`config.mk`:
```
export PLATFORM = sky130hd
export DESIGN_NAME = voice_scheduler
export DESIGN_NICKNAME = d
export VERILOG_FILES = /design/src/rtl/voice_scheduler_pkg.sv /design/src/rtl/voice_scheduler_counter.sv /design/src/rtl/voice_scheduler.sv
export SDC_FILE = /design/constraint.sdc
export NUM_CORES = 1
export LEC_CHECK = 0
export BUFFER_PORTS_ARGS = -buffer_cell sky130_fd_sc_hd__buf_2
export CAP_MARGIN = 10
export CORE_MARGIN = 10
export CORE_UTILIZATION = 55
export CTS_BUF_LIST = sky130_fd_sc_hd__clkbuf_2 sky130_fd_sc_hd__clkbuf_4 sky130_fd_sc_hd__clkbuf_8
export CTS_CLUSTER_SIZE = 40
export DETAILED_ROUTE_END_ITERATION = 16
export PLACE_DENSITY = 0.8
export SKIP_LAST_GASP = 1
export SLEW_MARGIN = 20
export SYNTH_ARGS = -nofsm -noshare
export SYNTH_HDL_FRONTEND = slang
export SYNTH_SLANG_ARGS = --single-unit
```
`constraint.sdc`:
```
create_clock -name i_clk -period 4.55 [get_ports i_clk]
set_input_delay 0.455 -clock i_clk [delete_from_list [all_inputs] [get_ports i_clk]]
set_output_delay 0.455 -clock i_clk [all_outputs]
set_load 0.02 [all_outputs]
```
`src/rtl/voice_scheduler_pkg.sv`:
```
// rtl/voice_scheduler_pkg.sv - shared types and constants for the voice scheduler
//
// Purpose: allocator FSM state encoding, default widths, beat rate.
// Ports:   none (package).
package voice_scheduler_pkg;

    typedef enum logic {
        S_IDLE  = 1'b0,
        S_ALLOC = 1'b1
    } sched_state_t;

    localparam int NUM_VOICES_DEFAULT = 3;
    localparam int NOTE_W_DEFAULT     = 6;
    localparam int DUR_W_DEFAULT      = 6;

    // Duration counters tick once per beat; beats arrive at this rate.
    localparam int BEAT_RATE_HZ       = 48;

endpackage

```
`src/rtl/voice_scheduler_counter.sv`:
```
// rtl/voice_scheduler_counter.sv - per-voice remaining-duration down counter
//
// Purpose: holds one voice's remaining beats; load beats decrement.
// Ports:
//   i_clk        system clock
//   i_reset      synchronous active-high reset
//   i_load       one-cycle load strobe (wins over i_dec)
//   i_load_val   duration loaded unmodified
//   i_dec        decrement request (beat qualified by play enable)
//   o_remaining  registered remaining beats
//   o_busy       remaining != 0
module voice_counter #(
    parameter int DUR_W = 6
) (
    input  logic             i_clk,
    input  logic             i_reset,
    input  logic             i_load,
    input  logic [DUR_W-1:0] i_load_val,
    input  logic             i_dec,
    output logic [DUR_W-1:0] o_remaining,
    output logic             o_busy
);

    logic [DUR_W-1:0] r_remaining;

    always_ff @(posedge i_clk) begin
        if (i_reset) begin
            r_remaining <= '0;
        end else if (i_load) begin
            r_remaining <= i_load_val;
        end else if (i_dec && (r_remaining != '0)) begin
            // Saturates at zero: an idle voice ignores beats.
            r_remaining <= r_remaining - DUR_W'(1);
        end
    end

    assign o_remaining = r_remaining;
    assign o_busy      = (r_remaining != '0);

endmodule

```
`src/rtl/voice_scheduler.sv`:
```
// rtl/voice_scheduler.sv - handshaked note-event to voice allocator
//
// Purpose: accepts note events, assigns each to the lowest-index free voice,
//          issues a one-cycle one-hot load pulse and tracks per-voice durations.
// Optional feature macro: VOICE_STEAL_EN (steal the voice with the least
//          remaining duration instead of waiting when all voices are busy).
// Ports:
//   i_clk, i_reset       clock, synchronous active-high reset
//   i_play_enable        run / freeze counters and allocation
//   i_beat               one-cycle beat tick
//   i_ev_valid/o_ev_ready  event handshake; i_ev_note, i_ev_duration payload
//   o_voice_load         one-hot one-cycle load pulse
//   o_voice_note         note for the pulsed voice
//   o_voice_busy         per-voice remaining != 0
//   o_all_idle           no voice busy and allocator idle
//   o_stall              held event waiting for a free voice
module voice_scheduler
    import voice_scheduler_pkg::*;
#(
    parameter int NUM_VOICES = NUM_VOICES_DEFAULT,
    parameter int NOTE_W     = NOTE_W_DEFAULT,
    parameter int DUR_W      = DUR_W_DEFAULT
) (
    input  logic                  i_clk,
    input  logic                  i_reset,
    input  logic                  i_play_enable,
    input  logic                  i_beat,
    input  logic                  i_ev_valid,
    input  logic [NOTE_W-1:0]     i_ev_note,
    input  logic [DUR_W-1:0]      i_ev_duration,
    output logic                  o_ev_ready,
    output logic [NUM_VOICES-1:0] o_voice_load,
    output logic [NOTE_W-1:0]     o_voice_note,
    output logic [NUM_VOICES-1:0] o_voice_busy,
    output logic                  o_all_idle,
    output logic                  o_stall
);

    sched_state_t          r_state;
    logic [NOTE_W-1:0]     r_hold_note;
    logic [DUR_W-1:0]      r_hold_dur;
    logic [NUM_VOICES-1:0] r_voice_load;
    logic [NOTE_W-1:0]     r_voice_note;
    logic                  r_stall;

    logic [DUR_W-1:0]      w_remaining [NUM_VOICES];
    logic [NUM_VOICES-1:0] w_busy;
    logic [NUM_VOICES-1:0] w_free;
    logic [NUM_VOICES-1:0] w_lowest_free;
    logic [NUM_VOICES-1:0] w_load_vec;
    logic                  w_ev_ready;
    logic                  w_dec;
    logic                  w_alloc_go;

    assign w_ev_ready = i_play_enable && !i_reset && (r_state == S_IDLE);
    assign w_dec      = i_beat && i_play_enable;

    // A zero-duration event is dropped in ALLOC rather than loaded.
    assign w_alloc_go = (r_state == S_ALLOC) && i_play_enable && (r_hold_dur != '0);

    genvar g;
    generate
        for (g = 0; g < NUM_VOICES; g++) begin : g_voice
            voice_counter #(.DUR_W(DUR_W)) u_counter (
                .i_clk       (i_clk),
                .i_reset     (i_reset),
                .i_load      (w_load_vec[g]),
                .i_load_val  (r_hold_dur),
                .i_dec       (w_dec),
                .o_remaining (w_remaining[g]),
                .o_busy      (w_busy[g])
            );
            // Freedom is judged on the registered count, so a voice that
            // reaches zero on this edge is only reusable from the next cycle.
            assign w_free[g] = (w_remaining[g] == '0);
        end
    endgenerate

    // Isolate the lowest set bit of the free mask.
    assign w_lowest_free = w_free & (~w_free + NUM_VOICES'(1));

`ifdef VOICE_STEAL_EN
    localparam int IDX_W = (NUM_VOICES > 1) ? $clog2(NUM_VOICES) : 1;

    logic [IDX_W-1:0] w_steal_idx;
    logic [DUR_W-1:0] w_steal_min;

    // Smallest remaining wins; strict compare keeps the lowest index on ties.
    // Only consulted when every voice is busy, so all candidates are nonzero.
    always_comb begin
        w_steal_idx = '0;
        w_steal_min = w_remaining[0];
        for (int v = 1; v < NUM_VOICES; v++) begin
            if (w_remaining[v] < w_steal_min) begin
                w_steal_min = w_remaining[v];
                w_steal_idx = IDX_W'(v);
            end
        end
    end

    always_comb begin
        w_load_vec = '0;
        if (w_alloc_go) begin
            if (|w_free) begin
                w_load_vec = w_lowest_free;
            end else begin
                w_load_vec = NUM_VOICES'(1) << w_steal_idx;
            end
        end
    end
`else
    always_comb begin
        w_load_vec = '0;
        if (w_alloc_go && (|w_free)) begin
            w_load_vec = w_lowest_free;
        end
    end
`endif

    always_ff @(posedge i_clk) begin
        if (i_reset) begin
            r_state      <= S_IDLE;
            r_hold_note  <= '0;
            r_hold_dur   <= '0;
            r_voice_load <= '0;
            r_voice_note <= '0;
            r_stall      <= 1'b0;
        end else begin
            // The counter load and the visible pulse share this edge.
            r_voice_load <= w_load_vec;
            if (|w_load_vec) begin
                r_voice_note <= r_hold_note;
            end
            case (r_state)
                S_IDLE: begin
                    if (i_ev_valid && w_ev_ready) begin
                        r_hold_note <= i_ev_note;
                        r_hold_dur  <= i_ev_duration;
                        r_state     <= S_ALLOC;
                    end
                end
                S_ALLOC: begin
                    // With play disabled the held event simply waits here.
                    if (i_play_enable) begin
                        if ((r_hold_dur == '0) || (|w_load_vec)) begin
                            r_state <= S_IDLE;
                            r_stall <= 1'b0;
                        end else begin
                            r_stall <= 1'b1;
                        end
                    end
                end
                default: r_state <= S_IDLE;
            endcase
        end
    end

    assign o_ev_ready   = w_ev_ready;
    assign o_voice_load = r_voice_load;
    assign o_voice_note = r_voice_note;
    assign o_voice_busy = w_busy;
    assign o_all_idle   = (w_busy == '0) && (r_state == S_IDLE);
    assign o_stall      = r_stall;

endmodule

```
[Yosys cells after proc, flatten, opt, wreduce, memory -nomap -nowiden]
Index checks and enable logic that the tools add are counted.
Storage, ports and cells
  bits in registers: 41
  output and inout bits: 15
  logic and storage cells: 56
Cells by class
  muxes and demuxes: 11
  bitwise gates (word level): 3
  add/sub/neg operators: 4
  reductions and logical operators: 29
Operators with widths (count)
  $mux 6: 6
  $logic_not 6->1: 4
  $reduce_bool 6->1: 4
  $sub 6x1->6 const B: 3
  $logic_and 1x1->1: 11
  $reduce_bool 2->1: 3
  $reduce_or 3->1: 2
  $reduce_and 2->1: 2
  $add 3x1->3 const B: 1
  $and 3x3->3: 1
  $logic_not 3->1: 1
  $mux 1: 3
  $mux 3: 1
  $not 3->3: 1
  $pmux 1 s2: 1
  $logic_not 1->1: 1
  $logic_or 1x1->1: 1
  $not 1->1: 1

[Logic depth before layout (Yosys ltp)]
Gate-level depths: netlist of the first run.
  word-level depth: 10
  depth in mapped cells: 9

[Modules after synthesis]
Synthesis of the first run repeated with hierarchy kept, for this count alone.
Second synthesis, totals
  cell total of the unflattened synthesis: 258
  area, all modules: 2179.6 um2
By module, submodules not included
  voice_counter: area an instance 396.6 um2, times used 3, sequential area each 120.1 um2, cells each 48
  voice_scheduler: area an instance 989.7 um2, times used 1, sequential area each 460.4 um2, cells each 114

[Least setup slack after synthesis of the first run]
OpenSTA, ideal clock, no wires.
  path kind: reg-to-output
  from: register g_voice[0].u_counter.r_remaining[0]
  to: output o_all_idle
  data arrival time: 2028 ps
  required time: 4095 ps
  buffers on the path: 0
  slack: 2067 ps
  cell stages (with the launch flop): 7
  path through: dfxtp_1 -> inv_1 -> ha_1 -> or3b_4 -> nor3_4 -> inv_4 -> nor4_1
On the way
  longest elaborated chain between the ends: 3
Ends and longest elaborated chain
  start, declared: RTL line voice_scheduler_counter.sv:24  | logic [DUR_W-1:0] r_remaining;
  start signal, assigned: RTL line voice_scheduler_counter.sv:30  | r_remaining <= i_load_val;
  start signal, assigned: RTL line voice_scheduler_counter.sv:33  | r_remaining <= r_remaining - DUR_W'(1);
  $reduce_bool 6->1: RTL line voice_scheduler_counter.sv:38  | assign o_busy = (r_remaining != '0);
  via g_voice[0].u_counter.o_busy: RTL line voice_scheduler_counter.sv:21  | output logic o_busy
  $logic_not 3->1: RTL line voice_scheduler.sv:162  | assign o_all_idle = (w_busy == '0) && (r_state == S_IDLE);
  $logic_and 1x1->1: RTL line voice_scheduler.sv:162
  end, declared: RTL line voice_scheduler.sv:35  | output logic o_all_idle,
The timed path passes the listed nets, and every way through them passes these cells.

[Worst setup path after layout of the first run]
  from: register g_voice[0].u_counter.r_remaining[0]
  to: output o_all_idle
On the way
  longest elaborated chain between the ends: 3
Ends and longest elaborated chain (RTL line)
  $reduce_bool 6->1: voice_scheduler_counter.sv:38
  $logic_not 3->1: voice_scheduler.sv:162
  $logic_and 1x1->1: voice_scheduler.sv:162
Every way passes these cells.

==> metrics.yaml, run 1 <==
cts_buffers: 5
mappedNetlistNets: 251
grt_pass1_vias: 1555
timing.rr.end: "g_voice[1].u_counter.o_remaining[2]"
antenna_found_initial: 0
hold_depth: 3
top_usage_layer: "met2"
place_congestion: 0.882
die_w_um: 78.3
internal_power_mw: 0.831
ys_warn_count: 0
ys_top_cells_by_count: "44 x nand2_1, 41 x dfxtp_1, 34 x a21oi_1"
cts_setup_buffers: 0
arrival_ns: 2.31
ys_ff_latch: 41
final_nets: 276
initialDrtViolationCount: 98
power_density_nw_per_um2: 708
holdPathEnd: "r_hold_note[3]"
synthArstFlopShare_pct: 0
outcome: "finished, final reports clean"
cts_max_level: 2
vias_per_cell: 5.34
cts_resized: 0
cts-root-buf: "clkbuf_4"
die-area_um2: 6130
yosys.area.top_type_share_pct: 43.9
cts_tree: "yes"
critPathMaxStageDelay_ns: 0.41
total_power_mw: 1.49
final_util_pct: 63.5
syn_avg_cell_area_um2: 8.13
setup_viol: 0
grt_use_met3_pct: 4.78
hp-class: "input port to flop"
cts.sinks: 41
clock_latency_ns: 0.36
ff2ff_path_depth: 8
holdBufCountCts: 0
synth_top_area_cell: "dfxtp_1"
power_frac_seq_pct: 32.7
slowest_stage: "or3b_4"
synth_cells: 230
swShare_pct: 44.2
initial_core_util_pct: 56.5
grt_max_degree: 43
drtAntennaViolNets: 0
synth_most_common_cell: "nand2_1"
grt_pass1_wl_um: 6890
fin_area_um2: 2100
vias: 1613
r2r_start: "g_voice[0].u_counter.o_remaining[0]"
end_kind: "output pin"
p_clk_share_pct: 16.9
slew_viol_final: 0
rsz0062_at_grt: "false"
hold_violations: 0
grt_usage_pct: 13.6
max_freq_ghz: 0.362
crit_path_start_kind: "flop"
critical-path-top-delay-family: "simple AND/OR/NAND/NOR gates"
ys_top_cells_by_area: "dfxtp_1 44%, a21oi_1 9.1%, nand2_1 8.8%, mux2i_1 3.7%, nor2_1 3.6%"
dpl-instance-area_um2: 2010
r2r_slack_ns: 2.26
drt-total-wl_um: 4160
power_frac_comb_pct: 50.4
die_h_um: 78.3
hold_slack_ns: 0.314
worst_pin_slew_ns: 0.844
crit_required_ns: 4.09
routedWlPerCell_um: 13.8
drc: 0
syn2layout_area_growth_pct: 12.5
port-buffer-count: 31
synth_cell_types: 38
cp_cell_sequence: "inv_1, ha_1, or3b_4, nor3_4, inv_4, nor4_1, buf_2"
cts_buffer_depth: 2
ioPinCount: 32
maxSlewHeadroom_pct: 43.4
hpwl_um: 3020
startpoint: "g_voice[0].u_counter.o_remaining[0]"
grt_overflow: 0
cap_violations: 0
crit_fanout: 9
num_rows: 21
crit_buf_inv: 3
period_needed_ns: 2.76
finClkSkew_ns: 0.00868
grt_use_met1_pct: 16.2
coreArea_um2: 3310
syn_area_um2: 1870
switchingPower_mw: 0.658
worstHoldStart: "i_ev_note[3]"
finalSetupTns_ns: 0
synth_edf_count: 0
clk_pin_slew_ns: 0.12
total_leakage_power_nw: 0.864
period_share_pct: 60.7
antenna_cells: 0
nFillCells: 310
drtPass1Iterations: 4
synthFlopType: "dfxtp_1"
drive_gt1_share_pct: 18.0
crit_type: "flop to output pin"
met2_usage_pct: 21.8
vdd_drop_max_mv: 0.278
ys_seq_area_share_pct: 43.9
-- metrics by stage --
step	setup WS [ns]	instances
after floorplan	2.07	230
after global placement	2.29	294
after detailed placement	2.22	294
after CTS	1.80	302
after global routing	1.60	302
final	1.79	302
-- worst max-delay path by stage --
| stage | to | cells after the start |
|---|---|---|
| after floorplan | o_all_idle | 6 |
| after global placement | o_all_idle | 7 |
| after detailed placement | o_all_idle | 7 |
| after CTS | o_all_idle | 7 |
| after global routing | o_all_idle | 7 |
| final | o_all_idle | 7 |
-- placed cells by master, fill, tap and decap left out, drive strengths merged, types with 5 or more instances in the layout --
master,synthesis,final
xnor2,5,5
nor2,19,19
buf,4,31
nand3,7,7
mux2i,7,7
nand2,44,44
clkbuf,9,6
inv,11,11
nor3,8,8
a21oi,35,35
dfxtp,41,41
-- per-layer routing --
metal | vias up | wire [µm]
li1 | 828 | -
met5 | - | 0
met4 | 0 | 96
met2 | 42 | 1920
met1 | 733 | 1900
met3 | 10 | 249
-- sequential cells by signal (all words and copies together), names as in the netlist --
signal,flops
r_state,1
g_voice.u_counter.o_remaining,18
r_hold_dur,6
o_voice_note,6
o_voice_load,3
r_hold_note,6
o_stall,1
-- worst register-to-register path, delay by kind of cell, from the launching register on --
| kind | cells | cell delay [ns] |
|---|---|---|
| AO/OA/AOI/OAI | 1 | 0.33 |
| adder cells (fa/ha/maj) | 1 | 0.20 |
| buffers and inverters | 2 | 0.21 |
| flip-flops | 1 | 0.33 |
| AND/OR/NAND/NOR | 4 | 1.11 |
-- cells by family (layout without fill, tap and decap cells) --
group,after synthesis,in the layout,share of synthesized area (%)
buffers and inverters,24,50,5.96
and+or+nand+nor,98,98,24.8
xor gates and xnor gates,9,9,4.22
muxes,7,7,3.75
DFF,41,41,43.9
adders and majority gates,4,4,2.68
AOI/OAI and AO/OA,47,47,14.7
-- power by group through the flow --
| stage | sequential, mW | clock, mW | combinational [mW] |
|---|---|---|---|
| CTS | 0.487 | 0.257 | 0.747 |
| global placement | 0.493 | 0 | 0.730 |
| global route | 0.497 | 0.269 | 0.836 |
| finish | 0.487 | 0.252 | 0.750 |
| floorplan | 0.482 | 0 | 0.645 |
| detailed placement | 0.495 | 0 | 0.744 |
-- final cells by class --
class	instances	area, µm²	area share [%]
clock inverters	2	37.5	1.78
well taps	46	57.6	2.74
flip-flops and latches	41	821	39.0
clock buffers	6	51.3	2.44
inverters	11	43.8	2.08
multi-input cells	165	937	44.6
repair buffers	31	155	7.38
Power figures use the tool's default switching activity.
==> inputs of run 2 (changes only) <==
==> constraint.sdc (replaced) <==
create_clock -name i_clk -period 2.9 [get_ports i_clk]
set_input_delay 0.29 -clock i_clk [delete_from_list [all_inputs] [get_ports i_clk]]
set_output_delay 0.29 -clock i_clk [all_outputs]
set_load 0.02 [all_outputs]
==> run 2 against run 1 <==
  * Clock power up 58%
  * Cell count up 0.33%
  * Sequential share of layout area down 0.14 points
  * Wire length up 3.1%
  * Combinational power up 59%
  * Critical path type unchanged
  * Critical endpoint unchanged
  * Highest routed layer unchanged
==> metrics.yaml, run 2 (same netlist as run 1, synthesis figures left out) <==
die_w_um: 78.3  # unchanged
ff2ff_path_depth: 8  # unchanged
crit_required_ns: 2.61  # -1.48 ns
drtPass1Iterations: 4  # unchanged
cts-root-buf: "clkbuf_4"
drtAntennaViolNets: 0  # unchanged
vias: 1660  # +2.9%
cp_num_cells: 7  # unchanged
finalSetupTns_ns: 0  # unchanged
maxSlewHeadroom_pct: 51.8  # +8.4 points
antenna_cells: 0  # unchanged
hold_depth: 3  # unchanged
slew_viol_final: 0  # unchanged
critical-path-top-delay-family: "simple AND/OR/NAND/NOR gates"
drt-total-wl_um: 4290  # +3.1%
dpl-instance-area_um2: 2020  # +0.37%
total_leakage_power_nw: 0.868  # +0.48%
syn2layout_area_growth_pct: 12.9
largest_register_ffs: 18  # unchanged
grt_overflow: 0  # unchanged
place_congestion: 0.916  # +3.8%
fin_area_um2: 2110  # +0.36%
fin_ws_ns: 0.304  # -1.48 ns
rsz0062_at_grt: "false"
crit_path_start_kind: "flop"
finClkSkew_ns: 0.0106  # +0.00190 ns
die-area_um2: 6130  # unchanged
cts.sinks: 41  # unchanged
hp-class: "input port to flop"
die_h_um: 78.3  # unchanged
slowest_stage: "or3b_4"
setup_viol: 0  # unchanged
final_cell_mix: "44 x nand2_1, 41 x dfxtp_1, 34 x a21oi_1"
vdd_drop_max_mv: 0.495  # +78%
crit_type: "flop to output pin"
clock_latency_ns: 0.36  # about the same
final_common_cell: "nand2_1"
cts_max_level: 2  # unchanged
grt_max_degree: 43  # unchanged
crit_buf_inv: 3  # unchanged
cap_violations: 0  # unchanged
port-buffer-count: 31  # unchanged
grt_usage_pct: 13.7  # +0.014 points
placed_cells: 295  # +0.34%
initialDrtViolationCount: 158  # +61%
final_nets: 277  # +0.36%
cts_buffer_depth: 2  # unchanged
drc: 0  # unchanged
ioPinCount: 32  # unchanged
grt_pass1_wl_um: 7020  # +1.9%
worst_pin_slew_ns: 0.722  # -0.122 ns
cts_setup_buffers: 0  # unchanged
period_needed_ns: 2.60
cts_tree: "yes"
final_cells: 303  # +0.33%
cp_cell_sequence: "inv_1, ha_1, or3b_4, nor3_4, inv_4, nor4_1, buf_2"
cts_buffers: 5  # unchanged
max_freq_ghz: 0.385
crit_fanout: 9  # unchanged
end_kind: "output pin"
cts_resized: 0  # unchanged
drive_gt1_share_pct: 18.3  # +0.32 points
hold_slack_ns: 0.148  # -0.166 ns
initial_core_util_pct: 56.5  # unchanged
outcome: "finished, final reports clean"
hpwl_um: 3010  # -0.47%
coreArea_um2: 3310  # unchanged
critPathMaxStageDelay_ns: 0.42  # about the same
routedWlPerCell_um: 14.1  # +2.7%
num_rows: 21  # unchanged
period_share_pct: 89.5
holdBufCountCts: 0  # unchanged
clk_pin_slew_ns: 0.13  # about the same
hold_violations: 0  # unchanged
dp_slack_ns: 0.685  # -1.53 ns
arrival_ns: 2.31  # about the same
power_density_nw_per_um2: 1120  # +58%
grt_pass1_vias: 1586  # +2.0%
antenna_found_initial: 0  # unchanged
vias_per_cell: 5.48  # +2.6%
## run 2: changes by cell type in the layout (fill, tap and decap cells not counted)
cell / change
buf_4: +1
## run 2: layer usage
layer / wire length (µm) / GRT usage [%] / up-vias
met3: 276 / 4.10 / 5
li1: - / - / 837
met4: 58 / 5.20 / 0
met5: 0 / 0 / -
met1: 1910 / 16.3 / 773
met2: 2040 / 22.6 / 45
## run 2: final timing paths
path                                         end                                start  slack [ns]
max                                   o_all_idle  g_voice[0].u_counter.o_remaining[0]        0.30
min                               r_hold_note[1]                         i_ev_note[1]        0.15
max reg2reg  g_voice[1].u_counter.o_remaining[2]  g_voice[0].u_counter.o_remaining[0]        0.60
min reg2reg                       r_hold_note[1]                       r_hold_note[1]        0.46
## run 2: final cells by class
| type | count | area, µm² |
|---|---|---|
| fillers | 316 | 1200 |
| flip-flops and latches | 41 | 821 |
| well taps | 46 | 57.6 |
| repair buffers | 32 | 163 |
| inverters | 11 | 43.8 |
| multi-input cells | 165 | 937 |
| clock inverters | 2 | 37.5 |
| clock buffers | 6 | 51.3 |
## run 2: power by group
group	internal (mW)	switching [mW]
Sequential	0.670	0.0982
Clock	0.205	0.194
Combinational	0.428	0.764
## run 2: through the flow
stage               utilization (%)  power, mW
floorplan                         -       1.77
global placement               61.1       1.93
detailed placement             61.1       1.95
finish                         63.8       2.36
CTS                            63.8       2.36
global route                   63.8       2.51
## run 2: tightest hold or removal path: cells and delay by family
kind | cells | cell delay, ns
AOI/OAI and AO/OA | 1 | 0.05
buffers and inverters | 1 | 0.09
and+or+nand+nor | 1 | 0.05
